**config.mk**
```make
export PLATFORM = sky130hd
export DESIGN_NAME = uart_rx_fsm
export DESIGN_NICKNAME = d
export VERILOG_FILES = /design/src/rtl/uart_rx_fsm.sv
export SDC_FILE = /design/constraint.sdc
export NUM_CORES = 1
export LEC_CHECK = 0
export ABC_AREA = 1
export BUFFER_PORTS_ARGS = -buffer_cell sky130_fd_sc_hd__buf_2
export CAP_MARGIN = 20
export CORE_MARGIN = 1.5
export CORE_UTILIZATION = 45
export CTS_BUF_LIST = sky130_fd_sc_hd__clkbuf_8
export DETAILED_ROUTE_END_ITERATION = 8
export GPL_ROUTABILITY_DRIVEN = 0
export SLEW_MARGIN = 20
export SYNTH_ARGS = -nofsm -noshare
export SYNTH_HDL_FRONTEND = slang
export SYNTH_SLANG_ARGS = --single-unit
```
**constraint.sdc**
```tcl
create_clock -name clk -period 1.7 [get_ports clk]
set_input_delay 0.17 -clock clk [delete_from_list [all_inputs] [get_ports clk]]
set_output_delay 0.17 -clock clk [all_outputs]
set_load 0.01 [all_outputs]
```
**src/rtl/uart_rx_fsm.sv**
```systemverilog
`timescale 1ns/1ps
// uart_rx_fsm: 8-bit asynchronous serial receiver (start, 8 data LSB first,
// optional even parity, 1 stop). Optional parity is compiled in with the
// macro UART_RX_PARITY_EN; without it the frame is 10 bits and parity_err is 0.
module uart_rx_fsm #(
    parameter int CLKS_PER_BIT = 5208
) (
    input  logic       clk,
    input  logic       reset,
    input  logic       rx,
    output logic [7:0] dataout,
    output logic       valid,
    output logic       frame_err,
    output logic       parity_err,
    output logic       busy
);

    localparam logic [15:0] BIT_LAST = 16'(CLKS_PER_BIT - 1);
    localparam logic [15:0] HALF_BIT = 16'(CLKS_PER_BIT / 2);

    typedef enum logic [2:0] {
        ST_IDLE   = 3'd0,
        ST_START  = 3'd1,
        ST_DATA   = 3'd2,
`ifdef UART_RX_PARITY_EN
        ST_PARITY = 3'd3,
`endif
        ST_STOP   = 3'd4
    } state_t;

`ifdef UART_RX_PARITY_EN
    // High when data plus parity bit do not XOR to zero (even parity broken).
    function automatic logic even_parity_bad(input logic [7:0] data, input logic par);
        return ^{data, par};
    endfunction
`endif

    state_t      state_q, state_d;
    logic [1:0]  sync_q;
    logic        rx_d_q;
    logic        rx_s;
    logic        rx_d;
    logic [15:0] timer_q, timer_d;
    logic [2:0]  bit_cnt_q, bit_cnt_d;
    logic [7:0]  shift_q, shift_d;
    logic [7:0]  dataout_q, dataout_d;
    logic        valid_q, valid_d;
    logic        frame_err_q, frame_err_d;
    logic        busy_q, busy_d;
    logic        parity_bad_s;
`ifdef UART_RX_PARITY_EN
    logic        par_q, par_d;
    logic        parity_err_q, parity_err_d;
`endif

    assign rx_s = sync_q[1];
    assign rx_d = rx_d_q;

`ifdef UART_RX_PARITY_EN
    assign parity_bad_s = even_parity_bad(shift_q, par_q);
`else
    assign parity_bad_s = 1'b0;
`endif

    // Next-state, bit timing and output pulse generation.
    always_comb begin
        state_d      = state_q;
        timer_d      = timer_q;
        bit_cnt_d    = bit_cnt_q;
        shift_d      = shift_q;
        dataout_d    = dataout_q;
        valid_d      = 1'b0;
        frame_err_d  = 1'b0;
`ifdef UART_RX_PARITY_EN
        par_d        = par_q;
        parity_err_d = 1'b0;
`endif
        case (state_q)
            ST_IDLE: begin
                timer_d   = 16'd0;
                bit_cnt_d = 3'd0;
                // Only a genuine high-to-low edge starts a frame; a line that
                // stays low (e.g. after a framing error) never retriggers.
                if (rx_d && !rx_s) begin
                    state_d = ST_START;
                end else begin
                    state_d = ST_IDLE;
                end
            end
            ST_START: begin
                if (timer_q == HALF_BIT) begin
                    timer_d = 16'd0;
                    // Still low at mid start bit: real start, otherwise a glitch.
                    if (rx_s) begin
                        state_d = ST_IDLE;
                    end else begin
                        state_d = ST_DATA;
                    end
                end else begin
                    timer_d = timer_q + 16'd1;
                end
            end
            ST_DATA: begin
                if (timer_q == BIT_LAST) begin
                    timer_d   = 16'd0;
                    shift_d   = {rx_s, shift_q[7:1]};
                    bit_cnt_d = bit_cnt_q + 3'd1;
                    if (bit_cnt_q == 3'd7) begin
`ifdef UART_RX_PARITY_EN
                        state_d = ST_PARITY;
`else
                        state_d = ST_STOP;
`endif
                    end else begin
                        state_d = ST_DATA;
                    end
                end else begin
                    timer_d = timer_q + 16'd1;
                end
            end
`ifdef UART_RX_PARITY_EN
            ST_PARITY: begin
                if (timer_q == BIT_LAST) begin
                    timer_d = 16'd0;
                    par_d   = rx_s;
                    state_d = ST_STOP;
                end else begin
                    timer_d = timer_q + 16'd1;
                end
            end
`endif
            ST_STOP: begin
                if (timer_q == BIT_LAST) begin
                    timer_d = 16'd0;
                    state_d = ST_IDLE;
                    if (!rx_s) begin
                        frame_err_d = 1'b1;
                    end else if (parity_bad_s) begin
`ifdef UART_RX_PARITY_EN
                        parity_err_d = 1'b1;
`else
                        frame_err_d = 1'b0;
`endif
                    end else begin
                        valid_d   = 1'b1;
                        dataout_d = shift_q;
                    end
                end else begin
                    timer_d = timer_q + 16'd1;
                end
            end
            default: begin
                state_d   = ST_IDLE;
                timer_d   = 16'd0;
                bit_cnt_d = 3'd0;
            end
        endcase
        busy_d = (state_d != ST_IDLE);
    end

    // Synchronizer, edge-detect history, FSM state and registered outputs.
    always_ff @(posedge clk or posedge reset) begin
        if (reset) begin
            sync_q       <= 2'b11;
            rx_d_q       <= 1'b1;
            state_q      <= ST_IDLE;
            timer_q      <= 16'd0;
            bit_cnt_q    <= 3'd0;
            shift_q      <= 8'h00;
            dataout_q    <= 8'h00;
            valid_q      <= 1'b0;
            frame_err_q  <= 1'b0;
            busy_q       <= 1'b0;
`ifdef UART_RX_PARITY_EN
            par_q        <= 1'b0;
            parity_err_q <= 1'b0;
`endif
        end else begin
            sync_q       <= {sync_q[0], rx};
            rx_d_q       <= sync_q[1];
            state_q      <= state_d;
            timer_q      <= timer_d;
            bit_cnt_q    <= bit_cnt_d;
            shift_q      <= shift_d;
            dataout_q    <= dataout_d;
            valid_q      <= valid_d;
            frame_err_q  <= frame_err_d;
            busy_q       <= busy_d;
`ifdef UART_RX_PARITY_EN
            par_q        <= par_d;
            parity_err_q <= parity_err_d;
`endif
        end
    end

    assign dataout   = dataout_q;
    assign valid     = valid_q;
    assign frame_err = frame_err_q;
    assign busy      = busy_q;
`ifdef UART_RX_PARITY_EN
    assign parity_err = parity_err_q;
`else
    assign parity_err = 1'b0;
`endif

endmodule

```
**After elaboration in Yosys (flattened, before gate mapping)**

Cells that the tools add are included.

- Memories kept: 0
- Bits in latches: 0
- Bits in writable memories: 0
- Output and inout bits: 12
- Register bits after elaboration: 44
- Memory bits (read-only): 0

- Div/mod/pow operators: 0
- Magnitude comparators: 0
- Mux-type cells: 18
- Reduce and logical (&&, ||, !) cells: 9
- Bitwise operators: 1
- $mul: 0
- Equality and inequality tests: 7
- Shift-type cells: 0
- Add/sub/neg operators: 2

Operators with widths:

| operator | number |
|---|---|
| two-way mux 16 bit | 2 |
| one-hot mux 16 bit (2 select lines) | 1 |
| adder 16 x 1 -> 16 bit, second input constant | 1 |
| equality test 16 x 12 -> 1 bit, second input constant | 1 |
| equality test 16 x 13 -> 1 bit, second input constant | 1 |
| two-way mux 3 bit | 5 |
| one-hot mux 3 bit (4 select lines) | 1 |
| two-way mux 1 bit | 7 |
| equality test 3 bit, second input constant | 2 |
| one-hot mux 3 bit (2 select lines) | 1 |
| AND reduction 2 bit | 2 |
| OR reduction 2 bit | 2 |
| adder 3 x 1 -> 3 bit, second input constant | 1 |
| equality test 3 x 1 -> 1 bit, second input constant | 1 |
| equality test 3 x 2 -> 1 bit, second input constant | 1 |
| zero test 3 bit | 1 |
| AND reduction 3 bit | 1 |
| nonzero test 3 bit | 1 |
| two-way mux 2 bit | 1 |
| != test 2 bit, second input constant | 1 |
| logical AND 1 bit | 1 |
| zero test 1 bit | 1 |
| inverter 1 bit | 1 |

**Longest topological paths before layout**

- Depth after elaboration: 5
- Gate-level depth with buffers: 10
- Depth with buffers taken out: 10

**Worst setup path after synthesis**

No wires, ideal clock.

- Kind: register to register
- From: register timer_q[0]
- To: register timer_q[12]
- Stages on the path, launching flop included: 10
- Setup slack: 0.215 ns
- Data arrival time: 1.358 ns
- Data required time: 1.573 ns
- Library setup time: 0.127 ns
- Cell sequence: dfrtp_1 > ha_1 > nand2_2 > clkinv_1 > nand2_2 > nor2_4 > nand2_4 > o21ai_4 > buf_6 > a21oi_1

- Longest elaborated chain between the ends: 3
- Elaborated cells between the ends (all ways): 6
- Classes of those cells: add/sub: 1; eq/ne: 2; mux: 3

RTL lines:

| element | RTL line | text |
|---|---|---|
| start: declaration | 43 | `logic [15:0] timer_q, timer_d;` |
| start signal: assignment | 182 | `timer_q <= timer_d;` |
| adder 16 x 1 -> 16 bit (tied with other cells) | 100, 118, 149 |  |
| two-way mux 16 bit, on equally long branches | 104, 133, 91 |  |
| one-hot mux 16 bit (2 select lines) (*) | 78 | `case (state_q)` |
| net timer_d[12] | 43 |  |

The timed path passes the listed nets; every way through them passes the cells marked *.
A chain may end at the register's enable or synchronous reset.

**Worst setup path after layout**

- From: register timer_q[0]
- To: register timer_q[1]

Same word-level chain as after synthesis.

==> summary.md <==
| Metric | Value |
|---|---|
| Vias per cell | `4.85` |
| Post-synth ARST share | `1.00` |
| Diode count | `0` |
| Total wire length | `4360 um` |
| Global-route wire length before repair | `6960 um` |
| Slew @ Worst Pin | `0.525 ns` |
| FMAX | `0.631 GHz` |
| Clk slew on worst S/H paths | `around 0.080 ns` |
| Post-synth top flop | `dfrtp_1` |
| Htree depth | `2` |
| Slew margin rel. | `0.647` |
| PD cells | `916 nW/um^2` |
| R2r endpoint | `timer_q[1]` |
| Post-synth cell types | `33` |
| Layout area overhead | `15.6%` |
| Leakage | `1.24 nW` |
| Final number of max-transition violations | `0` |
| Max IR drop VDD | `between 500 and 600 uV` |
| CTS tree | `yes` |
| Remaining antenna violation count | `0` |
| Vias in the first global route | `1,449` |
| Die W | `around 74 um` |
| DRC viols | `0` |
| Worst Setup EP | `timer_q[1]` |
| DR pass1 iterations | `4` |
| Most frequent cells after synthesis | `nand2_1, dfrtp_1, inv_1, nor2_1` |
| Most common cell in the netlist | `nand2_1` |
| Reg2Reg Depth | `8` |
| Startpoint types | `register` |
| Cell Area, Synth | `2280 um^2` |
| Clk_skew | `0.0102 ns` |
| Worst-Skew Late Latency | `0.29 ns` |
| Chip Height | `approximately 74 um` |
| YS warnings | `0` |
| Cell Rows | `25` |
| I/O Pins | `15` |
| Core outline area | `4790 um^2` |
| Seq cells post-synth | `44` |
| DP Worst Slack | `0.106 ns` |
| Cells after synthesis | `255` |
| Area leader, netlist | `dfrtp_1` |
| Flop2flop setup slack | `between 0.1 and 0.15 ns` |
| Total CTS buffers | `5` |
| Starting DRT DRC Count | `about 110` |
| RR Startpoint | `timer_q[0]` |
| Share of post-route cells with drive strength above 1 | `0.230` |
| Grt ovf | `0` |
| Final Critical Period | `1.58 ns` |
| PortBufs | `13` |
| Clk sinks | `44` |
| CP endpoint kind | `register` |
| Max-Cap Viols | `0` |
| Global Route Usage Sum | `0.170` |
| Routed length per placed instance | `12.5 um` |
| Top cell type's share of synthesized area | `0.450` |
| Fin crit share | `0.932` |
| CP Class | `reg2reg` |
| Syn nets | `262` |
| Final TNS setup | `0 ns` |
| CP arrival | `between 1.5 and 2 ns` |
| Pin count of the biggest net entering global routing | `45` |
| WP data required | `1.85 ns` |
| CP Launch Point | `timer_q[0]` |
| RSZ-0062 raised after global routing | `false` |
| Worst setup margin | `0.116 ns` |
| Ranking of synthesized cells by area | `dfrtp_1, nand2_1, inv_1` |
| Seq/Total Area, Yosys | `0.485` |
| Initial Util | `0.476` |
| Hpwl dp | `approximately 3100 um` |
| Post-synth EDFFs | `0` |
| Syn_area_per_cell | `slightly below 9 um^2` |
| Status | `finished, final reports clean` |
| # setup viols final | `0` |
| Nets | `between 200 and 300` |
| Worst Hold Class | `reg2reg` |
| Endpoints failing hold | `0` |
| Die Footprint | `around 5500 um^2` |
| Longest Clk Path Bufs | `2` |
| Root Buffer | `clkbuf_8` |
| Worst-path maximum fanout | `8` |
| Via Count | `1,699` |
| Initial antenna violation count | `0` |
-- placed cells by master, fill, tap and decap left out, types with 3 or more instances in the layout --
cell | netlist | routed
a21oi_1 | 12 | 12
a21oi_2 | 3 | 3
buf_2 | 1 | 13
buf_4 | 1 | 7
clkbuf_8 | 0 | 5
dfrtp_1 | 41 | 41
dfstp_2 | 3 | 3
ha_1 | 4 | 4
inv_1 | 33 | 33
nand2_1 | 60 | 60
nand3_1 | 13 | 13
nand4_1 | 3 | 3
nor2_1 | 22 | 22
nor2_4 | 3 | 3
nor3_1 | 7 | 7
o21ai_0 | 3 | 3
o21ai_1 | 3 | 3
o21ai_2 | 13 | 14
xor2_1 | 7 | 7
-- where the power goes --
group	leakage (nW)	total, mW	switching, mW	internal (mW)
sequential	0.590	1.18	0.0670	1.12
combinational	0.578	0.312	0.181	0.132
clock	0.0695	0.920	0.339	0.581
total	1.24	2.42	0.586	1.83
-- registers in the layout (all words and copies together), names as in the netlist --
| register | cells |
|---|---|
| bit_cnt_q | 3 |
| rx_d | 1 |
| shift_q | 8 |
| valid | 1 |
| busy | 1 |
| sync_q | 2 |
| dataout | 8 |
| frame_err | 1 |
| timer_q | 16 |
| state_q | 3 |
-- area by class of cell --
cell class / instances / area (um^2)
fill: 463 / 2150
sequential: 44 / 1100
multi-input combinational: 172 / 1010
timing repair buffer: 24 / 178
inverter: 35 / 131
tap: 67 / 83.8
clock buffer: 5 / 68.8
clock inverter: 3 / 63.8
-- critical path: stages, from the launching register on --
cell and delay (ns):
dfrtp_1 0.41, inv_1 0.07, ha_1 0.16, nand4_1 0.13, nor2_1 0.20, nand2_1 0.09, nand2_1 0.13, buf_4 0.18
a21boi_0 0.09
-- kinds of logic after synthesis --
kind of cell / synth area share
AO/OA/AOI/OAI: 0.121
XOR/XNOR: 0.0307
adder cells (fa/ha/maj): 0.0220
other: 0.00164
flip-flops: 0.485
AND/OR/NAND/NOR: 0.262
buffers and inverters: 0.0779
-- worst min path at each step --
| stage | start | endpoint | slack, ns | depth (start not counted) |
|---|---|---|---|---|
| global placement | reset | timer_q[1] | 0.22 | 3 |
| CTS | sync_q[0] | sync_q[1] | 0.36 | 0 |
| finish | sync_q[0] | sync_q[1] | 0.36 | 0 |
| floorplan | rx | sync_q[0] | 0.17 | 0 |
| global route | sync_q[0] | sync_q[1] | 0.37 | 0 |
| detailed placement | reset | timer_q[14] | 0.22 | 3 |
-- layer usage --
metal  vias to the layer above  wire [um]  global-route usage
li1                        866          -                   -
met1                       798       2140               0.246
met2                        27       2010               0.245
met3                         8        128              0.0407
met4                         0         91              0.0658
met5                         -          0                   0
-- per-stage QoR --
step                      hold WS, ns  cells  power [mW]   util  cell area [um^2]
after detailed placement        0.221    337        1.52  0.511              2450
after CTS                       0.365    347        2.45  0.543              2600
after floorplan                 0.174    255        1.42      -              2280
after global routing            0.368    350        2.55  0.551              2640
after global placement          0.219    337        1.52  0.511              2450
final                           0.362    350        2.42  0.551              2640
-- repair_timing --
item,in CTS,in global routing
setup endpoints to repair,0,6
hold buffers,2,0
buffers inserted,0,2
endpoints found under the hold margin,42,0
gates resized for setup,0,0
No activity file was read; power rests on OpenSTA's default activity.
